[src/rtl/huff_bitstream_sequencer.sv]
// Feeds a Huffman tree walker one encoded bit per handshake, pulling bytes from an input FIFO
// once the dictionary is loaded. Define HUFF_MSB_FIRST_EN to serialize bytes MSB-first.
module huff_bitstream_sequencer #(
    parameter int CNT_W = 20
) (
    input  logic             clk_i,
    input  logic             n_rst,
    input  logic             start_i,
    input  logic [CNT_W-1:0] total_bits_i,
    input  logic             dict_ready_i,
    input  logic             fifo_empty_i,
    input  logic [7:0]       fifo_data_i,
    output logic             fifo_r_en_o,
    output logic             bit_out_o,
    output logic             bit_valid_o,
    input  logic             bit_ready_i,
    output logic             busy_o,
    output logic             done_o,
    output logic [2:0]       state_o
);

    // Handshake: a bit moves on every clock where bit_valid_o & bit_ready_i are both high.
    // While bit_valid_o is high and bit_ready_i is low, bit_out_o and bit_valid_o hold steady.

    typedef enum logic [2:0] {
        IDLE      = 3'd0,
        WAIT_DICT = 3'd1,
        FETCH     = 3'd2,
        LOAD      = 3'd3,
        SHIFT     = 3'd4,
        FINISH    = 3'd5
    } state_t;

    state_t           state_q, state_d;
    logic [CNT_W-1:0] bits_left_q, bits_left_d;
    logic [7:0]       shreg_q, shreg_d;
    logic [3:0]       bcnt_q, bcnt_d;
    logic             fifo_r_en_q, fifo_r_en_d;
    logic             bit_out_q, bit_out_d;
    logic             bit_valid_q, bit_valid_d;
    logic             busy_q, busy_d;
    logic             done_q, done_d;

`ifdef HUFF_MSB_FIRST_EN
    function automatic logic first_bit(input logic [7:0] d);
        return d[7];
    endfunction

    function automatic logic [7:0] shift_byte(input logic [7:0] d);
        return {d[6:0], 1'b0};
    endfunction
`else
    function automatic logic first_bit(input logic [7:0] d);
        return d[0];
    endfunction

    function automatic logic [7:0] shift_byte(input logic [7:0] d);
        return {1'b0, d[7:1]};
    endfunction
`endif

    always_ff @(posedge clk_i) begin
        if (!n_rst) begin
            state_q     <= IDLE;
            bits_left_q <= '0;
            shreg_q     <= '0;
            bcnt_q      <= '0;
            fifo_r_en_q <= 1'b0;
            bit_out_q   <= 1'b0;
            bit_valid_q <= 1'b0;
            busy_q      <= 1'b0;
            done_q      <= 1'b0;
        end else begin
            state_q     <= state_d;
            bits_left_q <= bits_left_d;
            shreg_q     <= shreg_d;
            bcnt_q      <= bcnt_d;
            fifo_r_en_q <= fifo_r_en_d;
            bit_out_q   <= bit_out_d;
            bit_valid_q <= bit_valid_d;
            busy_q      <= busy_d;
            done_q      <= done_d;
        end
    end

    always_comb begin
        state_d     = state_q;
        bits_left_d = bits_left_q;
        shreg_d     = shreg_q;
        bcnt_d      = bcnt_q;
        fifo_r_en_d = 1'b0;
        bit_out_d   = bit_out_q;
        bit_valid_d = bit_valid_q;
        busy_d      = busy_q;
        done_d      = 1'b0;

        case (state_q)
            IDLE: begin
                if (start_i) begin
                    busy_d = 1'b1;
                    if (total_bits_i != '0) begin
                        bits_left_d = total_bits_i;
                        state_d     = WAIT_DICT;
                    end else begin
                        state_d = FINISH;
                    end
                end
            end

            WAIT_DICT: begin
                if (dict_ready_i) begin
                    state_d = FETCH;
                end
            end

            FETCH: begin
                if (!fifo_empty_i) begin
                    fifo_r_en_d = 1'b1;
                    state_d     = LOAD;
                end
            end

            LOAD: begin
                shreg_d     = fifo_data_i;
                bcnt_d      = 4'd8;
                bit_out_d   = first_bit(fifo_data_i);
                bit_valid_d = 1'b1;
                state_d     = SHIFT;
            end

            SHIFT: begin
                if (bit_valid_q && bit_ready_i) begin
                    if (bits_left_q != '0) begin
                        bits_left_d = bits_left_q - CNT_W'(1);
                    end
                    if (bcnt_q != '0) begin
                        bcnt_d = bcnt_q - 4'd1;
                    end
                    // Stream end wins over byte end: pad bits of the final byte are dropped.
                    if (bits_left_q <= CNT_W'(1)) begin
                        bit_valid_d = 1'b0;
                        state_d     = FINISH;
                    end else if (bcnt_q <= 4'd1) begin
                        bit_valid_d = 1'b0;
                        state_d     = FETCH;
                    end else begin
                        shreg_d   = shift_byte(shreg_q);
                        bit_out_d = first_bit(shift_byte(shreg_q));
                    end
                end
            end

            FINISH: begin
                done_d  = 1'b1;
                busy_d  = 1'b0;
                state_d = IDLE;
            end

            default: begin
                state_d = IDLE;
            end
        endcase
    end

    assign fifo_r_en_o = fifo_r_en_q;
    assign bit_out_o   = bit_out_q;
    assign bit_valid_o = bit_valid_q;
    assign busy_o      = busy_q;
    assign done_o      = done_q;
    assign state_o     = state_q;

endmodule

[config.mk]
export PLATFORM = sky130hd
export DESIGN_NAME = huff_bitstream_sequencer
export DESIGN_NICKNAME = d
export VERILOG_FILES = /design/src/rtl/huff_bitstream_sequencer.sv
export SDC_FILE = /design/constraint.sdc
export NUM_CORES = 1
export LEC_CHECK = 0
export CAP_MARGIN = 20
export CORE_MARGIN = 10
export CORE_UTILIZATION = 57
export DETAILED_ROUTE_END_ITERATION = 8
export PLACE_DENSITY = 0.92
export SLEW_MARGIN = 20
export SYNTH_ARGS = -nofsm -noshare
export SYNTH_HDL_FRONTEND = slang
export SYNTH_SLANG_ARGS = --single-unit
export TNS_END_PERCENT = 50
[constraint.sdc]
create_clock -name clk_i -period 5.4 [get_ports clk_i]
set_input_delay 0.54 -clock clk_i [delete_from_list [all_inputs] [get_ports clk_i]]
set_output_delay 0.54 -clock clk_i [all_outputs]
set_load 0.01 [all_outputs]
==> results of run 1 <==
## metal layers
| metal | routed length (um) | global-route usage | up-vias |
|---|---|---|---|
| met3 | 719 | 0.0411 | 25 |
| li1 | - | - | 1272 |
| met4 | 180 | 0.0599 | 0 |
| met2 | 3110 | 0.291 | 171 |
| met1 | 2850 | 0.221 | 1204 |
| met5 | 0 | 0 | - |
## registers in the layout, indices dropped and copies added, names as in the netlist
register and flops:
shreg_q 8, bits_left_q 20, done_o 1, busy_o 1, bit_valid_o 1, state_o 3
bcnt_q 4, fifo_r_en_o 1
## cell type report
class / instances / area share
clock buffer: 6 / 0.0279
clock inverter: 2 / 0.0118
inverter: 8 / 0.0101
multi-input combinational: 246 / 0.516
sequential: 39 / 0.264
tap: 50 / 0.0211
timing repair buffer: 45 / 0.149
## cells by family (layout without fill, tap and decap cells)
logic type               after synthesis  in the layout
adder cells (fa/ha/maj)                5              5
AND/OR/NAND/NOR                      138            138
multiplexers                           3              3
flip-flops                            39             39
AO/OA/AOI/OAI                         97             97
buffers and inverters                 35             61
XOR/XNOR                               3              3
## power by group through the flow
stage	Combinational (mW)	Sequential [mW]	Clock (mW)
3_5_place_dp	0.661	0.429	0
3_3_place_gp	0.650	0.426	0
6_report	0.682	0.427	0.255
2_1_floorplan	0.530	0.404	0
5_1_grt	0.750	0.438	0.265
4_1_cts	0.666	0.423	0.255
## placed cells by master (no fill, tap or decap), types with 3 or more instances in the layout
master                            netlist  routed
sky130_fd_sc_hd__clkdlybuf4s50_1        0      41
sky130_fd_sc_hd__dfxtp_1               39      39
sky130_fd_sc_hd__nand2_1               34      34
sky130_fd_sc_hd__nor2_1                30      30
sky130_fd_sc_hd__a21oi_1               24      24
sky130_fd_sc_hd__nor3_1                22      21
sky130_fd_sc_hd__o31ai_1               19      19
sky130_fd_sc_hd__nor4_1                11      11
sky130_fd_sc_hd__o311ai_0              11      11
sky130_fd_sc_hd__nand3_1               10      10
sky130_fd_sc_hd__inv_1                  8       8
sky130_fd_sc_hd__a31oi_1                7       7
sky130_fd_sc_hd__a311oi_1               7       7
sky130_fd_sc_hd__o21ai_0                6       6
sky130_fd_sc_hd__clkbuf_8               0       6
sky130_fd_sc_hd__a32oi_1                5       5
sky130_fd_sc_hd__and3_1                 5       5
sky130_fd_sc_hd__ha_1                   5       5
sky130_fd_sc_hd__nand4_1                4       4
sky130_fd_sc_hd__buf_4                  0       4
sky130_fd_sc_hd__nand3b_1               3       3
## stage by stage
stage / area (um2) / hold slack, ns / setup slack [ns] / std cells
final: 2960 / 0.478 / 2.69 / 396
after global routing: 2960 / 0.513 / 2.53 / 396
after CTS: 2960 / 0.481 / 2.71 / 396
after detailed placement: 2840 / 0.471 / 2.56 / 388
after global placement: 2840 / 0.462 / 2.67 / 388
after floorplan: 2440 / 0.448 / 3.27 / 320
## critical path, delay by kind of cell (launching register included)
kind / cells / cell delay (ns)
AOI/OAI and AO/OA: 3 / 0.55
buffers and inverters: 1 / 0.28
DFF: 1 / 0.40
and+or+nand+nor: 2 / 1.34
## worst paths after layout
path,end,slack (ns),cells past startpoint
setup / recovery,bits_left_q[19]$_SDFFE_PN0P_,2.69,6
hold / removal,shreg_q[7]$_SDFFE_PN0P_,0.48,2
setup reg to reg,bits_left_q[19]$_SDFFE_PN0P_,2.69,6
hold reg to reg,shreg_q[7]$_SDFFE_PN0P_,0.48,2
==> impl_summary.log, run 1 <==
[metrics] status: completed
[metrics] largest fanout on the critical path: 8
[metrics] series of cell instances along the critical path: or4_1 -> nor4_1 -> buf_4 -> a31oi_1 -> o311ai_0 -> o31ai_1
[metrics] Multi-input gate area: 0.00153 mm2
[metrics] flip-flop and latch count after synthesis: 39
[metrics] vertical extent of the die: 85.4 um
[metrics] launching element type of the critical path: flop
[metrics] Hold WC Path Type: flop to flop
[metrics] nets@finish: ~380
[metrics] synthesized-area fraction occupied by xor and xnor cells: 0.0108
[metrics] die footprint: ~0.0073 mm2
[metrics] std cell rows: 23
[metrics] CTS clock-pin slew for the worst setup and hold paths: about 0.080 ns
[metrics] leakage power total: ~1.1 nW
[metrics] startpoint of the lowest-slack hold path: shreg_q[7]$_SDFFE_PN0P_
[metrics] Post-Route WL: just under 7 mm
[metrics] number of buffers inserted to repair setup after CTS: 0
[metrics] largest voltage drop on the vdd net: approximately 0.33 mV
[metrics] endpoint required time on the critical path: ~5.5 ns
[metrics] Initial DRC Count: approximately 250
[metrics] total of endpoints with negative setup slack in the final report: 0
[metrics] area fraction in compound gates after synthesis: 0.288
[metrics] post-cts gate resize count: 0
[metrics] number of unique standard cell types used by synthesis: about 50
[metrics] layout cells sized above 1: 0.0723
[metrics] initial antenna violation count: 0
[metrics] die extent in x: between 80 and 90 um
[metrics] EDFF count, synth: 0
[metrics] Synth top cells by count: sky130_fd_sc_hd__dfxtp_1 (39), sky130_fd_sc_hd__nand2_1 (34), sky130_fd_sc_hd__nor2_1 (30)
[metrics] total congestion overflow: 0
[metrics] number of CTS-inserted buffers: 5
[metrics] clock buffer depth: 2
[metrics] CTS tree: yes
[metrics] Num Clock Sinks: 39
[metrics] area of all sequential standard cells: 781 um2
[metrics] crit path time final: around 2.7 ns
[metrics] WL/cell: ~17 um
[metrics] Post-Syn Nets: around 360
[metrics] number of optimization iterations in the first detailed-route pass: 5
[metrics] power per cell area: around 460 mW/mm2
[metrics] power share of the combinational group: 0.500
[metrics] average vias per placed instance: 6.75
[metrics] start point of the critical path: bits_left_q[7]$_SDFFE_PN0P_
[metrics] combinational family with the most area after synthesis: compound AO/OA/AOI/OAI gates
[metrics] slew of the pin with the lowest slew margin: a little under 1 ns
[metrics] area share of the largest cell type after synthesis: 0.320
[metrics] placer congestion estimate: roughly 0.94
[metrics] Max Freq: approximately 370 MHz
[metrics] clock network latency to the later pin of the worst-skew pair: approximately 0.29 ns
[metrics] number of levels the H-tree was split into: 2
[metrics] cell at the slowest stage of the critical path: sky130_fd_sc_hd__nor4_1
[metrics] reg2reg start: bits_left_q[7]$_SDFFE_PN0P_
[metrics] overall track demand over capacity in global routing: 0.177
[metrics] number of endpoints with negative hold slack in the final report: 0
[metrics] Syn Std Cell Area: around 0.0024 mm2
[metrics] Async S/R FF share, synth: 0
[metrics] fraction of synthesized area in multiplexers: 0.0133
[metrics] relative slew slack: 0.344
[metrics] effective utilization at floorplan: 0.601
[metrics] net switching power: slightly above 0.6 mW
[metrics] wire length of the first global-routing pass: 11.1 mm
[metrics] core utilization of the finished layout: 0.730
[metrics] internal power summed over all cells: around 0.76 mW
[metrics] Seq pwr share: 0.313
[metrics] antenna diode count: 0
[metrics] Synthesis Warnings: 0
[metrics] Root Driver: sky130_fd_sc_hd__clkbuf_8
[metrics] largest area contributor in the netlist: sky130_fd_sc_hd__dfxtp_1
[metrics] Seq/Total Area, Yosys: 0.320
[metrics] max cap viols: 0
[metrics] class of the most critical setup path: flop to flop
[metrics] type of destination of the critical path: flop
[metrics] post-detailed-route count of antenna-violating nets: 0
[metrics] pin count of the biggest net entering global routing: 61
[metrics] number of input and output port buffers inserted: 41
[metrics] fillcell total: 321
[metrics] Synth Area in Simple Gates: 0.286
[metrics] share of the cycle needed by the critical path after routing: 0.501
[metrics] RSZ-0062 raised after global routing: no
[metrics] post-synthesis instance total: 320
[metrics] final setup TNS: 0 ns
[metrics] Switching Share: 0.446
[metrics] adder-cell share of the synthesized area: 0.0257
[metrics] total chip power: between 1 and 1.5 mW
[metrics] DRC violation count after routing: 0
[metrics] hold buffer count at CTS: 0
[metrics] Worst path max stage delay: 0.77 ns
[metrics] mean area per synthesized cell: 7.62 um2
[metrics] clock network power share: 0.187
[metrics] leading post-synthesis cells by cell area: sky130_fd_sc_hd__dfxtp_1 (32%), sky130_fd_sc_hd__o31ai_1 (5.8%), sky130_fd_sc_hd__nand2_1 (5.2%)
[metrics] top-level I/O count: 42
[metrics] Primary FF master, synth: sky130_fd_sc_hd__dfxtp_1
[metrics] half-perimeter wire length after detailed placement: ~4.8 mm
[metrics] data arrival at the endpoint of the critical path: roughly 2.9 ns
[metrics] Placeable Area: roughly 0.004 mm2
[metrics] Worst Clk Skew: 0.00614 ns
[metrics] top-count cell post-synth: sky130_fd_sc_hd__dfxtp_1
[metrics] area overhead of the layout relative to synthesis: 21.4%
[metrics] via count of the first global-routing pass: about 2,400
[metrics] count of vias placed by the detailed router: about 2,700
[metrics] max-slew violation count: 0
No activity file was read; power rests on OpenSTA's default activity.
==> run 2: changes to the inputs <==
Settings changed: CORE_UTILIZATION 57 to 48, PLACE_DENSITY 0.92 to 0.83.
Clock period 5.4 ns to 2.49 ns, I/O delays scaled along.
==> impl_summary.log, run 2 (same netlist as run 1, synthesis figures left out) <==
[metrics] power per cell area: between 1000 and 1500 mW/mm2
[metrics] effective utilization at floorplan: 0.506
[metrics] number of levels the H-tree was split into: 2
[metrics] Hold WC Path Type: flop to flop
[metrics] vertical extent of the die: roughly 90 um
[metrics] Initial DRC Count: between 150 and 200
[metrics] layout cells sized above 1: 0.0983
[metrics] hold buffer count at CTS: 0
[metrics] nets@finish: around 390
[metrics] die extent in x: just over 90 um
[metrics] type of destination of the critical path: flop
[metrics] clock network latency to the later pin of the worst-skew pair: about 0.3 ns
[metrics] startpoint of the lowest-slack hold path: shreg_q[7]$_SDFFE_PN0P_
[metrics] number of CTS-inserted buffers: 5
[metrics] Max Freq: around 440 MHz
[metrics] overall track demand over capacity in global routing: 0.164
[metrics] Placeable Area: between 0.004 and 0.005 mm2
[metrics] Seq pwr share: 0.292
[metrics] max cap viols: 0
[metrics] Top Registers: bits_left_q (20), shreg_q (8), bcnt_q (4)
[metrics] max reg flops: 20
[metrics] internal power summed over all cells: ~1.8 mW
[metrics] final setup TNS: 0 ns
[metrics] family with the most delay on the worst path: simple AND/OR/NAND/NOR gates
[metrics] DRC violation count after routing: 0
[metrics] number of buffers and inverters on the critical path: 0
[metrics] power share of the combinational group: 0.529
[metrics] reg2reg start: bits_left_q[14]$_SDFFE_PN0P_
[metrics] number of endpoints with negative hold slack in the final report: 0
[metrics] post-detailed-route count of antenna-violating nets: 0
[metrics] share of the cycle needed by the critical path after routing: 0.911
[metrics] status: completed
[metrics] net switching power: roughly 1.3 mW
[metrics] cell repeated most along the worst path: sky130_fd_sc_hd__or4_4
[metrics] Switching Share: 0.435
[metrics] max-slew violation count: 0
[metrics] total congestion overflow: 0
[metrics] CTS tree: yes
[metrics] pin count of the biggest net entering global routing: 52
[metrics] average vias per placed instance: roughly 6.3
[metrics] RSZ-0062 raised after global routing: no
[metrics] count of vias placed by the detailed router: approximately 2,700
[metrics] Worst path max stage delay: 0.59 ns
[metrics] Placed Cells: 415
[metrics] Non-Filler Instances: about 420
[metrics] series of cell instances along the critical path: or4_4 -> or4_4 -> o221ai_2 -> nand2_1 -> a311oi_1
[metrics] total of endpoints with negative setup slack in the final report: 0
[metrics] leading cell type in the layout, fill and taps excluded: sky130_fd_sc_hd__clkdlybuf4s50_1
[metrics] crit path time final: 2.27 ns
[metrics] number of input and output port buffers inserted: 41
[metrics] placed inst area: approximately 0.0029 mm2
[metrics] half-perimeter wire length after detailed placement: 4.83 mm
[metrics] endpoint required time on the critical path: around 2.7 ns
[metrics] die footprint: 0.00833 mm2
[metrics] relative slew slack: 0.317
[metrics] leakage power total: 1.14 nW
[metrics] Worst Clk Skew: approximately 0.0044 ns
[metrics] area overhead of the layout relative to synthesis: 25.8%
[metrics] Post-Route WL: roughly 6.9 mm
[metrics] commonest non-fill, non-tap cells in the layout: sky130_fd_sc_hd__clkdlybuf4s50_1 (41), sky130_fd_sc_hd__dfxtp_1 (39), sky130_fd_sc_hd__nand2_1 (34)
[metrics] start point of the critical path: bits_left_q[14]$_SDFFE_PN0P_
[metrics] largest fanout on the critical path: 8
[metrics] total non-filler cell area in the finished layout: a little over 0.003 mm2
[metrics] std cell rows: 25
[metrics] Num Clock Sinks: 39
[metrics] Root Driver: sky130_fd_sc_hd__clkbuf_8
[metrics] slew of the pin with the lowest slew margin: slightly above 1 ns
[metrics] clock network power share: 0.179
[metrics] largest voltage drop on the vdd net: around 0.53 mV
[metrics] data arrival at the endpoint of the critical path: between 2 and 2.5 ns
[metrics] register with the highest flop count: bits_left_q
[metrics] wire length of the first global-routing pass: 11.9 mm
[metrics] class of the most critical setup path: flop to flop
[metrics] antenna diode count: 0
[metrics] via count of the first global-routing pass: roughly 2,600
[metrics] placer congestion estimate: approximately 0.85
[metrics] CTS clock-pin slew for the worst setup and hold paths: roughly 0.080 ns
[metrics] clock buffer depth: 2
[metrics] WL/cell: between 15 and 20 um
[metrics] number of optimization iterations in the first detailed-route pass: 5
[metrics] cell at the slowest stage of the critical path: sky130_fd_sc_hd__or4_4
[metrics] top-level I/O count: between 40 and 50
[metrics] launching element type of the critical path: flop
[metrics] initial antenna violation count: 0
## run 2: cell types whose count changed in the layout (fill, tap and decap cells not counted), sizes merged
cell	delta
buf	+10
## run 2: final timing paths
check,slack [ns],end,cells past startpoint
setup / recovery,0.22,shreg_q[1]$_SDFFE_PN0P_,5
hold / removal,0.47,shreg_q[7]$_SDFFE_PN0P_,2
setup reg to reg,0.22,shreg_q[1]$_SDFFE_PN0P_,5
hold reg to reg,0.47,shreg_q[7]$_SDFFE_PN0P_,2
## run 2: metal layers
layer,vias up,wire (um),global-route usage
li1,1289,-,-
met1,1238,3040,0.206
met2,131,3220,0.262
met3,19,570,0.0469
met4,0,111,0.0548
met5,-,0,0
## run 2: worst min-delay path: stages, from the launching register on
cell                      delay [ns]
sky130_fd_sc_hd__dfxtp_1        0.31
sky130_fd_sc_hd__nand3_1        0.06
sky130_fd_sc_hd__a21oi_1        0.06
## run 2: layout make-up
| class | count | area [um2] |
|---|---|---|
| repair buffers | 55 | 528 |
| fillers | 442 | 1750 |
| well taps | 67 | 83.8 |
| inverters | 8 | 30.0 |
| flip-flops and latches | 39 | 781 |
| clock buffers | 6 | 82.6 |
| clock inverters | 2 | 35.0 |
| multi-input cells | 246 | 1530 |
## run 2: metrics by stage
step                total power, mW  hold slack [ns]  setup slack [ns]   util
finish                         3.10            0.472             0.221  0.637
global placement               2.48            0.457             0.321  0.612
detailed placement             2.51            0.462             0.223  0.612
CTS                            3.07            0.475             0.217  0.637
global route                   3.32            0.511            0.0534  0.637
floorplan                      2.02            0.328             0.360      -
## run 2: power groups by stage
stage	Combinational, mW	Sequential [mW]	Clock, mW
floorplan	1.15	0.876	0
global route	1.81	0.929	0.579
finish	1.64	0.905	0.555
CTS	1.61	0.899	0.554
global placement	1.58	0.907	0
detailed placement	1.60	0.913	0
## run 2: repair_timing
action                     CTS  global route
buffers inserted             0             0
gates resized for setup      0             1
setup endpoints to repair    0             1
==> RTL change (settings of run 2) <==
Take the reset off `shreg_q` and load it in a clocked block of its own.
--- a/src/rtl/huff_bitstream_sequencer.sv
+++ b/src/rtl/huff_bitstream_sequencer.sv
@@ -63,7 +63,6 @@
         if (!n_rst) begin
             state_q     <= IDLE;
             bits_left_q <= '0;
-            shreg_q     <= '0;
             bcnt_q      <= '0;
             fifo_r_en_q <= 1'b0;
             bit_out_q   <= 1'b0;
@@ -73,7 +72,6 @@
         end else begin
             state_q     <= state_d;
             bits_left_q <= bits_left_d;
-            shreg_q     <= shreg_d;
             bcnt_q      <= bcnt_d;
             fifo_r_en_q <= fifo_r_en_d;
             bit_out_q   <= bit_out_d;
@@ -81,6 +79,10 @@
             busy_q      <= busy_d;
             done_q      <= done_d;
         end
+    end
+
+    always_ff @(posedge clk_i) begin
+        shreg_q <= shreg_d;
     end
 
     always_comb begin
Behaviour: no difference found for any inputs over 10 cycles, from zero or initial values and one cycle with n_rst low; that may be too few to reach the edited logic, so the function may still have changed.
==> RTL change against run 2 <==
- area after synthesis rose by 1.3%
- global-route usage shrank 0.26 points
- die area rose by 1.0%
- routed wire length down 0.87%
- utilization decreased by 3.0 points
- design area is 0.29% lower
- combinational power is 9.8% higher
- sequential cell count did not move
- worst setup slack improved by 0.051 ns
- power is 1.9% higher
- critical endpoint is now bits_left_q[1]
- critical path depth increased by 1
- largest cell class unchanged
==> RTL change: results (changes against run 2) <==
{| class="wikitable"
! Metric !! Value
|-
| Run status || completed
|-
| Inverter count || 7 (-1)
|-
| Critical path's slowest cell || sky130_fd_sc_hd__or3b_2
|-
| Number of enable-type register cells in the synthesized netlist || 7 (+7)
|-
| WP data arrival || 2.38 ns (-0.09 ns)
|-
| Fraction of area in multi-input gates || 0.481 (-0.0166)
|-
| Average footprint of a synthesized cell || 7.99 µm² (+4.9%)
|-
| Routability cong. || 0.893 (+5.2%)
|-
| Power drawn by the combinational cells || 1.80 mW (+9.8%)
|-
| Met1 Wirelength || 2930 µm (-3.5%)
|-
| Tcrit/Tclk final || 0.891 (-0.0205)
|-
| Utilization after layout || 0.606 (-0.0302)
|-
| Hold worst-path end || bits_left_q[14]
|-
| Rel. slew slack || 0.655 (+0.337)
|-
| Final routed wirelength across all metal layers || 6880 µm (-0.87%)
|-
| Maximum number of pins on one net before global-route repair || 56 (+7.7%)
|-
| Leading cell types by count after synthesis || sky130_fd_sc_hd__nand2_1 (44), sky130_fd_sc_hd__dfxtp_1 (32), sky130_fd_sc_hd__nor2_1 (29), sky130_fd_sc_hd__a21oi_1 (27), sky130_fd_sc_hd__o31ai_1 (17)
|-
| PD cells || 1030 nW/µm² (+2.2%)
|-
| Detailed route wirelength on metal3 || 543 µm (-4.7%)
|-
| Number of buffers other than clock buffers in the final layout || 57 (+3.6%)
|-
| Share of cells above drive strength 1 || 0.108 (+0.00964)
|-
| Worst Reg-to-Reg Cells || 6 (+1)
|-
| Metal2 WL || 3320 µm (+3.2%)
|-
| Overall power consumption || 3.16 mW (+1.9%)
|-
| Most area-consuming cells after synthesis || sky130_fd_sc_hd__dfxtp_1 (26%), sky130_fd_sc_hd__edfxtp_1 (8.5%), sky130_fd_sc_hd__nand2_1 (6.7%)
|-
| Internal Pwr Total || 1.72 mW (-1.8%)
|-
| Post-synthesis sequential area ratio || 0.344 (+0.0243)
|-
| Biggest registers after layout || bits_left_q x20, shreg_q x7, bcnt_q x4
|-
| Non-clock buffering overhead in the final layout || 0.173 (+0.00131)
|-
| Largest stage delay on the critical path || 0.55 ns (-0.04 ns)
|-
| Global-route wire length before repair || 11,600 µm (-2.3%)
|}
## RTL change: cell count changes in the layout (fill, tap and decap cells not counted), moves of 4 or more
cell                       delta
sky130_fd_sc_hd__nand2_1     +10
sky130_fd_sc_hd__o311ai_0     -5
sky130_fd_sc_hd__nand3_1      +5
sky130_fd_sc_hd__a32oi_1      -5
sky130_fd_sc_hd__a311oi_1     -7
sky130_fd_sc_hd__a31oi_1      -5
sky130_fd_sc_hd__edfxtp_1     +7
sky130_fd_sc_hd__nor3_1      -10
sky130_fd_sc_hd__dfxtp_1      -7
sky130_fd_sc_hd__o21a_1       +4
## RTL change: logic make-up after synthesis
logic type,Yosys count,synth area share
xor gates and xnor gates,3,0.0106
DFF,39,0.344
buffers and inverters,29,0.0618
AOI/OAI and AO/OA,90,0.258
adders and majority gates,5,0.0253
muxes,1,0.00405
and+or+nand+nor,142,0.295
